<file path="src/rtl/muldiv_stall_unit.sv">
// Purpose : iterative MULT/MULTU/DIV/DIVU unit owning HI/LO, one result bit per clock, plus MTHI/MTLO.
// Latency : DATA_W+1 stall cycles (accept cycle + DATA_W BUSY cycles); result on hi_o/lo_o in the DONE cycle.
// Backpressure : alu_stall_o holds PC and IF/ID until done; optional macro MULDIV_EARLY_OUT_EN shortens multiplies.
module muldiv_stall_unit #(
    parameter int DATA_W = 32,
    parameter int CNT_W  = 6
) (
    input  logic              clk_i,
    input  logic              rst_i,
    input  logic              start_i,
    input  logic [1:0]        op_i,
    input  logic [DATA_W-1:0] rs_data_i,
    input  logic [DATA_W-1:0] rt_data_i,
    input  logic              flush_i,
    input  logic              hi_we_i,
    input  logic              lo_we_i,
    input  logic [DATA_W-1:0] wdata_i,
    output logic              alu_stall_o,
    output logic              done_o,
    output logic [DATA_W-1:0] hi_o,
    output logic [DATA_W-1:0] lo_o
);

    typedef enum logic [1:0] {
        ST_IDLE = 2'd0,
        ST_BUSY = 2'd1,
        ST_DONE = 2'd2
    } state_t;

    localparam logic [CNT_W-1:0] LP_LAST = CNT_W'(DATA_W - 1);

    // Control / operand state
    state_t              r_state;
    logic [CNT_W-1:0]    r_cnt;
    logic                r_is_div;
    logic                r_neg_res;   // product / quotient must be negated
    logic                r_neg_rem;   // remainder takes the dividend sign
    logic                r_div0;
    logic [DATA_W-1:0]   r_a;         // multiplicand magnitude
    logic [DATA_W-1:0]   r_b;         // multiplier magnitude (shifts right) or divisor magnitude
    logic [DATA_W-1:0]   r_raw_a;     // unmodified dividend, returned in HI on divide by zero
    logic [2*DATA_W-1:0] r_acc;       // mult: partial product; div: {remainder, quotient/dividend}
    logic [DATA_W-1:0]   r_hi;
    logic [DATA_W-1:0]   r_lo;
    logic                r_done;

    // Operand conditioning
    logic                w_accept;
    logic                w_a_neg;
    logic                w_b_neg;
    logic [DATA_W-1:0]   w_a_mag;
    logic [DATA_W-1:0]   w_b_mag;

    // Multiply datapath
    logic [DATA_W:0]     w_mul_sum;
    logic [2*DATA_W-1:0] w_mul_acc_next;
    logic [2*DATA_W-1:0] w_mul_prod;
    logic [2*DATA_W-1:0] w_mul_fix;
    logic                w_mul_last;

    // Divide datapath
    logic [DATA_W:0]     w_div_shift;
    logic [DATA_W:0]     w_div_diff;
    logic [2*DATA_W-1:0] w_div_acc_next;
    logic [DATA_W-1:0]   w_quo;
    logic [DATA_W-1:0]   w_rem;

    // Completion
    logic                w_last;
    logic [DATA_W-1:0]   w_res_hi;
    logic [DATA_W-1:0]   w_res_lo;

    assign w_accept    = (r_state == ST_IDLE) & start_i & ~flush_i;
    assign alu_stall_o = (r_state == ST_BUSY) | w_accept;
    assign done_o      = r_done;
    assign hi_o        = r_hi;
    assign lo_o        = r_lo;

    // Signed ops (op_i[0]==0) work on two's-complement magnitudes; signs are reapplied at the end.
    assign w_a_neg = ~op_i[0] & rs_data_i[DATA_W-1];
    assign w_b_neg = ~op_i[0] & rt_data_i[DATA_W-1];
    assign w_a_mag = w_a_neg ? ('0 - rs_data_i) : rs_data_i;
    assign w_b_mag = w_b_neg ? ('0 - rt_data_i) : rt_data_i;

    // Shift-add step: add multiplicand into the upper half, then shift the whole accumulator right.
    assign w_mul_sum      = {1'b0, r_acc[2*DATA_W-1:DATA_W]} + (r_b[0] ? {1'b0, r_a} : '0);
    assign w_mul_acc_next = {w_mul_sum, r_acc[DATA_W-1:1]};

`ifdef MULDIV_EARLY_OUT_EN
    // Stop once the remaining multiplier bits are all zero; the partial product is then
    // still scaled up by the skipped iterations and is realigned with one final shift.
    logic [CNT_W-1:0] w_shamt;
    assign w_shamt    = LP_LAST - r_cnt;
    assign w_mul_prod = w_mul_acc_next >> w_shamt;
    assign w_mul_last = (r_cnt == LP_LAST) | (r_b[DATA_W-1:1] == '0);
`else
    assign w_mul_prod = w_mul_acc_next;
    assign w_mul_last = (r_cnt == LP_LAST);
`endif

    assign w_mul_fix = r_neg_res ? ('0 - w_mul_prod) : w_mul_prod;

    // Restoring step: shift next dividend bit into the remainder, keep the subtraction if non-negative.
    assign w_div_shift    = {r_acc[2*DATA_W-1:DATA_W], r_acc[DATA_W-1]};
    assign w_div_diff     = w_div_shift - {1'b0, r_b};
    assign w_div_acc_next = w_div_diff[DATA_W]
                          ? {w_div_shift[DATA_W-1:0], r_acc[DATA_W-2:0], 1'b0}
                          : {w_div_diff[DATA_W-1:0],  r_acc[DATA_W-2:0], 1'b1};
    assign w_quo          = w_div_acc_next[DATA_W-1:0];
    assign w_rem          = w_div_acc_next[2*DATA_W-1:DATA_W];

    assign w_last = r_is_div ? (r_cnt == LP_LAST) : w_mul_last;

    // Final HI/LO values; most-negative / -1 falls out naturally (quotient wraps to most-negative, remainder 0).
    always_comb begin
        w_res_hi = w_mul_fix[2*DATA_W-1:DATA_W];
        w_res_lo = w_mul_fix[DATA_W-1:0];
        if (r_is_div) begin
            if (r_div0) begin
                w_res_hi = r_raw_a;
                w_res_lo = '1;
            end else begin
                w_res_lo = r_neg_res ? ('0 - w_quo) : w_quo;
                w_res_hi = r_neg_rem ? ('0 - w_rem) : w_rem;
            end
        end
    end

    // Control FSM, iteration datapath and HI/LO registers.
    always_ff @(posedge clk_i) begin
        if (rst_i) begin
            r_state   <= ST_IDLE;
            r_cnt     <= '0;
            r_is_div  <= 1'b0;
            r_neg_res <= 1'b0;
            r_neg_rem <= 1'b0;
            r_div0    <= 1'b0;
            r_a       <= '0;
            r_b       <= '0;
            r_raw_a   <= '0;
            r_acc     <= '0;
            r_hi      <= '0;
            r_lo      <= '0;
            r_done    <= 1'b0;
        end else begin
            r_done <= 1'b0;
            case (r_state)
                ST_IDLE: begin
                    if (hi_we_i) r_hi <= wdata_i;
                    if (lo_we_i) r_lo <= wdata_i;
                    if (w_accept) begin
                        r_is_div  <= op_i[1];
                        r_a       <= w_a_mag;
                        r_b       <= w_b_mag;
                        r_raw_a   <= rs_data_i;
                        r_neg_res <= w_a_neg ^ w_b_neg;
                        r_neg_rem <= w_a_neg;
                        r_div0    <= (rt_data_i == '0);
                        r_acc     <= op_i[1] ? {{DATA_W{1'b0}}, w_a_mag} : '0;
                        r_cnt     <= '0;
                        r_state   <= ST_BUSY;
                    end
                end
                ST_BUSY: begin
                    if (flush_i) begin
                        r_state <= ST_IDLE;
                    end else begin
                        r_cnt <= r_cnt + CNT_W'(1);
                        if (r_is_div) begin
                            r_acc <= w_div_acc_next;
                        end else begin
                            r_acc <= w_mul_acc_next;
                            r_b   <= r_b >> 1;
                        end
                        if (w_last) begin
                            r_hi    <= w_res_hi;
                            r_lo    <= w_res_lo;
                            r_done  <= 1'b1;
                            r_state <= ST_DONE;
                        end
                    end
                end
                ST_DONE: begin
                    if (hi_we_i) r_hi <= wdata_i;
                    if (lo_we_i) r_lo <= wdata_i;
                    r_state <= ST_IDLE;
                end
                default: r_state <= ST_IDLE;
            endcase
        end
    end

endmodule

</file>
<file path="config.mk">
export PLATFORM = sky130hd
export DESIGN_NAME = muldiv_stall_unit
export DESIGN_NICKNAME = d
export VERILOG_FILES = /design/src/rtl/muldiv_stall_unit.sv
export SDC_FILE = /design/constraint.sdc
export NUM_CORES = 1
export LEC_CHECK = 0
export BUFFER_PORTS_ARGS = -buffer_cell sky130_fd_sc_hd__clkbuf_2
export CORE_MARGIN = 3
export CORE_UTILIZATION = 50
export CTS_BUF_LIST = sky130_fd_sc_hd__clkbuf_8
export DETAILED_ROUTE_END_ITERATION = 7
export PLACE_DENSITY = 0.71
export SLEW_MARGIN = 20
export SYNTH_ARGS = -nofsm -noshare
export SYNTH_HDL_FRONTEND = slang
export SYNTH_SLANG_ARGS = --single-unit
</file>
<file path="constraint.sdc">
create_clock -name clk_i -period 5 [get_ports clk_i]
set_clock_uncertainty 0.1 [all_clocks]
set_input_delay 1.5 -clock clk_i [delete_from_list [all_inputs] [get_ports clk_i]]
set_output_delay 1.5 -clock clk_i [all_outputs]
set_load 0.02 [all_outputs]
</file>
After elaboration in Yosys (flattened, before gate mapping)
Index checks and enable logic that the tools add are counted.
Widths: inputs -> output; s select.

word-level totals
  bits in registers = 237
  output and inout bits = 66
  logic and storage cells = 88

cells by class
  add/subtract/negate cells = 8
  equality and inequality tests = 10
  muxes and demuxes = 36
  bitwise gates (word level) = 9
  reductions and logical operators = 12

operators with widths
  cell                   count
  $mux 32                19
  $mux 64                5
  $pmux 32 s2            3
  $pmux 64 s2            1
  $sub 1x32->32 const A  4
  $sub 1x64->64 const A  1
  $add 32x32->33         1
  $sub 33x32->33         1
  $logic_not 32->1       1
  $mux 6                 2
  $pmux 6 s2             1
  $reduce_and 4->1       3
  $ne 2x2->1 const B     4
  $add 6x1->6 const B    1
  $eq 6x5->1 const B     1
  $mux 2                 3
  $and 1x1->1            4
  $ne 2x1->1 const B     2
  $pmux 2 s2             1
  $reduce_and 2->1       2
  $reduce_bool 2->1      2
  $ne 3x3->1 const B     1
  $not 1->1              3
  $reduce_and 3->1       1
  other kinds (8)        8

Longest topological paths before layout
  depth after elaboration = 9
  mapped depth = 27
  gate-level depth less buffers = 24

Least setup slack after synthesis
OpenSTA, ideal clock, no wires.

  path kind = register to register
  from = reg r_acc[31]
  to = reg r_hi[26], in the netlist hi_o[26]
  setup time = 0.132 ns
  arrival time = 5.268 ns
  path slack = -0.500 ns
  cell stages (with the launch flop) = 27
  path buffers = 3
  cell sequence = dfxtp_1 -> clkbuf_1 -> inv_1 -> ha_1 -> inv_1 -> fa_1 -> a211oi_1 -> nor3_2 -> o21a_1 -> o211a_1 -> o211a_4 -> inv_4 -> buf_2 -> buf_1 -> o21ai_0 -> inv_1 -> ha_1 -> inv_1 -> nor4_1 -> nand4_1 -> nor4_2 -> o221ai_1 -> or2_1 -> o41ai_1 -> xor2_1 -> a221oi_1 -> nor3_1

between the ends
  longest elaborated chain between the ends = 9
  elaborated cells between the ends (all ways) = 11
  those cells by class = add/sub (3); mux (8)

RTL lines
  item                      RTL line  source
  start: declaration        42        logic [2*DATA_W-1:0] r_acc;
  start signal: assignment  159       r_acc <= op_i[1] ? {{DATA_W{1'b0}}, w_a_mag} : '0;
  start signal: assignment  170       r_acc <= w_div_acc_next;
  start signal: assignment  172       r_acc <= w_mul_acc_next;
  $sub 33x32->33            105       assign w_div_diff = w_div_shift - {1'b0, r_b};
  $mux 64                   107       ? {w_div_shift[DATA_W-1:0], r_acc[DATA_W-2:0], 1'b0}
  $sub 1x32->32             124       w_res_hi = r_neg_rem ? ('0 - w_rem) : w_rem;
  $mux 32                   124
  $mux 32                   119       if (r_div0) begin
  $mux 32 (*)               118       if (r_is_div) begin
  $mux 32 (*)               175       if (w_last) begin
  $mux 32 (*)               165       if (flush_i) begin
  $pmux 32 s2 (*)           147       case (r_state)
  end signal: assignment    149       if (hi_we_i) r_hi <= wdata_i;
  end signal: assignment    176       r_hi <= w_res_hi;
  end signal: assignment    184       if (hi_we_i) r_hi <= wdata_i;
  end: declaration          43        logic [DATA_W-1:0] r_hi;

Mark *: on every way between the ends. The rest lies on a longest branch, timed or not. The select of a mux whose other input is x is not followed.
A chain may end at the register's enable or synchronous reset.

Worst setup path in the final report
  from = reg r_acc[31]
  to = reg r_hi[28], in the netlist hi_o[28]

The elaborated chain is that of the path after synthesis.

==> flow_metrics.env <==
export IMPL_fin_crit_sh_pct=98.5
export IMPL_worst_pin_slew_ns=1.05
export IMPL_relSlewSlack_pct=30.0
export IMPL_p_int_w=0.00374
export IMPL_period_needed_ns=4.92
export IMPL_required_ns=5.44
export IMPL_crit_path_max_fanout=3
export IMPL_synth_top_family_by_area="compound AO/OA/AOI/OAI gates"
export IMPL_dp_cells=3330
export IMPL_synthAdderAreaFrac_pct=4.65
export IMPL_path_class="flip-flop to flip-flop"
export IMPL_grt_pass1_wl_mm=124
export IMPL_synth_xor_area_share_pct=9.60
export IMPL_vias_per_cell=6.48
export IMPL_die_h_um=204
export IMPL_ys_ff_latch=236
export IMPL_synth_compound_area_share_pct=29.2
export IMPL_gp_congestion=1.02
export IMPL_drv_cap=0
export IMPL_synthCells=2712
export IMPL_startpoint_type="flip-flop"
export IMPL_setup_tns_ns=0
export IMPL_row_count=72
export IMPL_register_area_mm2=0.00473
export IMPL_cts_max_level=2
export IMPL_syn2layout_area_growth_pct=14.9
export IMPL_core_area_mm2=0.0387
export IMPL_finalHoldViolCount=0
export IMPL_totalWireLength_mm=83.4
export IMPL_synth_top_area_share_pct=24.0
export IMPL_dp_hpwl_mm=64.4
export IMPL_crit_slowest_cell="fa_2"
export IMPL_grtUsageTotal_pct=38.5
export IMPL_switching_share_pct=38.8
export IMPL_met3_usage_pct=9.21
export IMPL_combPwrFrac_pct=32.8
export IMPL_drive_gt1_share_pct=16.3
export IMPL_ant_nets=0
export IMPL_vias=22200
export IMPL_fmax_mhz=203
export IMPL_yosysTopAreaCell="dfxtp_1"
export IMPL_cts_root_buf="clkbuf_8"
export IMPL_multi_input_area_mm2=0.0140
export IMPL_synth_avg_cell_area_um2=7.26
export IMPL_final_common_cell="nor2_1"
export IMPL_post_drt_wl_per_cell_um=24.4
export IMPL_path_clk_slew_ns=0.06
export IMPL_port_buffer_count=169
export IMPL_maxSlewViolCount=0
export IMPL_grt_pass1_vias=20100
export IMPL_finalNonFillerCells=3425
export IMPL_layout_nets=3047
export IMPL_grt_antenna_before_repair=3
export IMPL_ys_flop_type="dfxtp_1"
export IMPL_ys_seq_area_share_pct=24.0
export IMPL_overflow=0
export IMPL_critPathMaxStageDelay_ns=0.37
export IMPL_grt_max_degree=124
export IMPL_setup_viol=0
export IMPL_p_per_area_mw_per_mm2=270
export IMPL_clockPowerShare_pct=32.3
export IMPL_fillCellCount=3818
export IMPL_yosys_top_cells_area="dfxtp_1, nor2_1, xnor2_1"
export IMPL_first_iter_violations=2744
export IMPL_power_total_w=0.00611
export IMPL_floorplan_initialDensity_pct=50.8
export IMPL_cts_tree="built"
export IMPL_drc=0
export IMPL_rsz0062_at_grt="yes"
export IMPL_synth_nets=2888
export IMPL_crit_chain="inv_1 > ha_1 > inv_1 > fa_2 > a211oi_4 > nor3_4 > o21a_2 > o211a_1 > o211a_4 > mux2i_2 > ha_2 > inv_1 > nor4_2 > nand4_1 > nor4_4 > o221ai_1 > buf_4 > buf_4 > nor4_4 > buf_4 > a21oi_1 > xnor2_1 > a211o_1 > o31ai_1"
export IMPL_cts_buffers=46
export IMPL_cp_num_buf_inv=6
export IMPL_status="complete, no violations"
export IMPL_timing_hold_ws_ns=0.354
export IMPL_ir_drop_uv=240
export IMPL_pin_count=170
export IMPL_use_met1_pct=54.9
export IMPL_synth_simple_area_share_pct=22.9
export IMPL_die_x_um=204
export IMPL_synth_cell_types=98
export IMPL_drt_pass1_iter_count=7
export IMPL_busiest_layer="met2"
export IMPL_cp_arrival_ns=5.37
export IMPL_synth_mux_area_share_pct=3.52
export IMPL_globalRouteMet2Util_pct=57.1
export IMPL_clock_path_buffers=3
export IMPL_crit_path_end_kind="flip-flop"
export IMPL_path_delay_family="compound AO/OA/AOI/OAI gates"
export IMPL_power_leakage_nw=8.89
export IMPL_netlist_area_mm2=0.0197
export IMPL_ys_async_sr_fraction_pct=0
export IMPL_cts_sinks=236
export IMPL_insertion_delay_ns=0.63
export IMPL_hp_class="flip-flop to flip-flop"
export IMPL_pwr_share_seq_pct=34.9
export IMPL_p_sw_w=0.00237
export IMPL_synth_edf_count=0
export IMPL_yosys_warnings=0
export IMPL_most_common_layout_cells="nor2_1, nand2_1, dfxtp_1"
export IMPL_die_area_mm2=0.0418
## final cells by class
cell class              count  area share (%)
flip-flops and latches    236            20.9
clock inverters            26           0.536
multi-input cells        2181            61.8
well taps                 518            2.86
inverters                  77            1.29
clock buffers              57            3.47
diodes                      1          0.0111
repair buffers            329            9.13
## through the flow
step                util, %  setup slack (ns)  cell area, um2
finish                 58.4            0.0768           22600
global route           58.4            -0.115           22600
global placement       55.4           -0.0450           21500
detailed placement     55.4            -0.152           21500
CTS                    58.0          0.000505           22500
floorplan                 -             0.110           19700
## logic make-up (layout without fill, tap and decap cells)
kind of cell | count (synthesis) | count (layout)
compound gates | 856 | 856
xor+xnor | 215 | 215
fa+ha+maj | 72 | 72
buf+inv | 295 | 489
flops | 236 | 236
mux | 67 | 67
other cells | 0 | 1
simple gates | 971 | 971
## timing repair
item | in CTS | in global routing
hold buffers | 0 | 0
endpoints found under the setup margin | 6 | 14
pin swaps | 14 | 11
buffers inserted | 6 | 5
resized for setup | 10 | 21
## cell usage after synthesis, types with 10 or more instances
library cell    n
or3_1          25
a22oi_1        27
o21ai_0       141
inv_1          75
o21ai_1        13
mux2i_1        58
and3_1         10
o31ai_1        38
a211oi_1      107
buf_1          10
nor3_1         79
a21o_1         21
ha_1           70
nor2_1        346
o211ai_1       36
xor2_1         72
o21a_1         18
and2_1         45
nor2b_1        18
nor4_1         28
a21oi_1       237
nand4_1        27
clkbuf_1      180
a211o_1        10
buf_2          15
a222oi_1       13
a221oi_1       12
nand2b_1       23
xnor2_1       142
a31oi_1        19
dfxtp_1       236
o221ai_1       61
nand3_1        25
nor3b_1        10
nand2_1       279
a311oi_1       26
## worst paths after layout
kind | from | to | slack, ns | cells after the start
max | r_acc[31] | hi_o[28] | 0.08 | 24
min | r_raw_a[4] | r_raw_a[4] | 0.35 | 2
max reg2reg | r_acc[31] | hi_o[28] | 0.08 | 24
min reg2reg | r_raw_a[4] | r_raw_a[4] | 0.35 | 2
## flip-flops by register name, indices dropped and copies added, names as in the netlist
signal / cells
r_neg_rem: 1
lo_o: 32
r_b: 32
r_raw_a: 31
hi_o: 32
r_div0: 1
r_is_div: 1
r_neg_res: 1
r_cnt: 6
r_a: 32
r_acc: 64
r_state: 2
done_o: 1
## power by group through the flow
stage	combinational, W	sequential (W)	clock [W]
2_1_floorplan	0.00121	0.00216	0
6_report	0.00200	0.00213	0.00198
4_1_cts	0.00192	0.00213	0.00199
5_1_grt	0.00214	0.00214	0.00207
3_5_place_dp	0.00188	0.00217	0
3_3_place_gp	0.00186	0.00216	0
## routing by layer
layer  share of wire (%)  vias up
li1                    -    10200
met1                  42    10600
met2                  42     1205
met3                  11      177
met4                 3.9        2
met5               0.014        -
## worst min-delay path, cell delays in order (launching register included)
cell,delay [ns]
dfxtp_1,0.31
nand2_1,0.05
a21oi_1,0.05
Power figures use the tool's default switching activity.
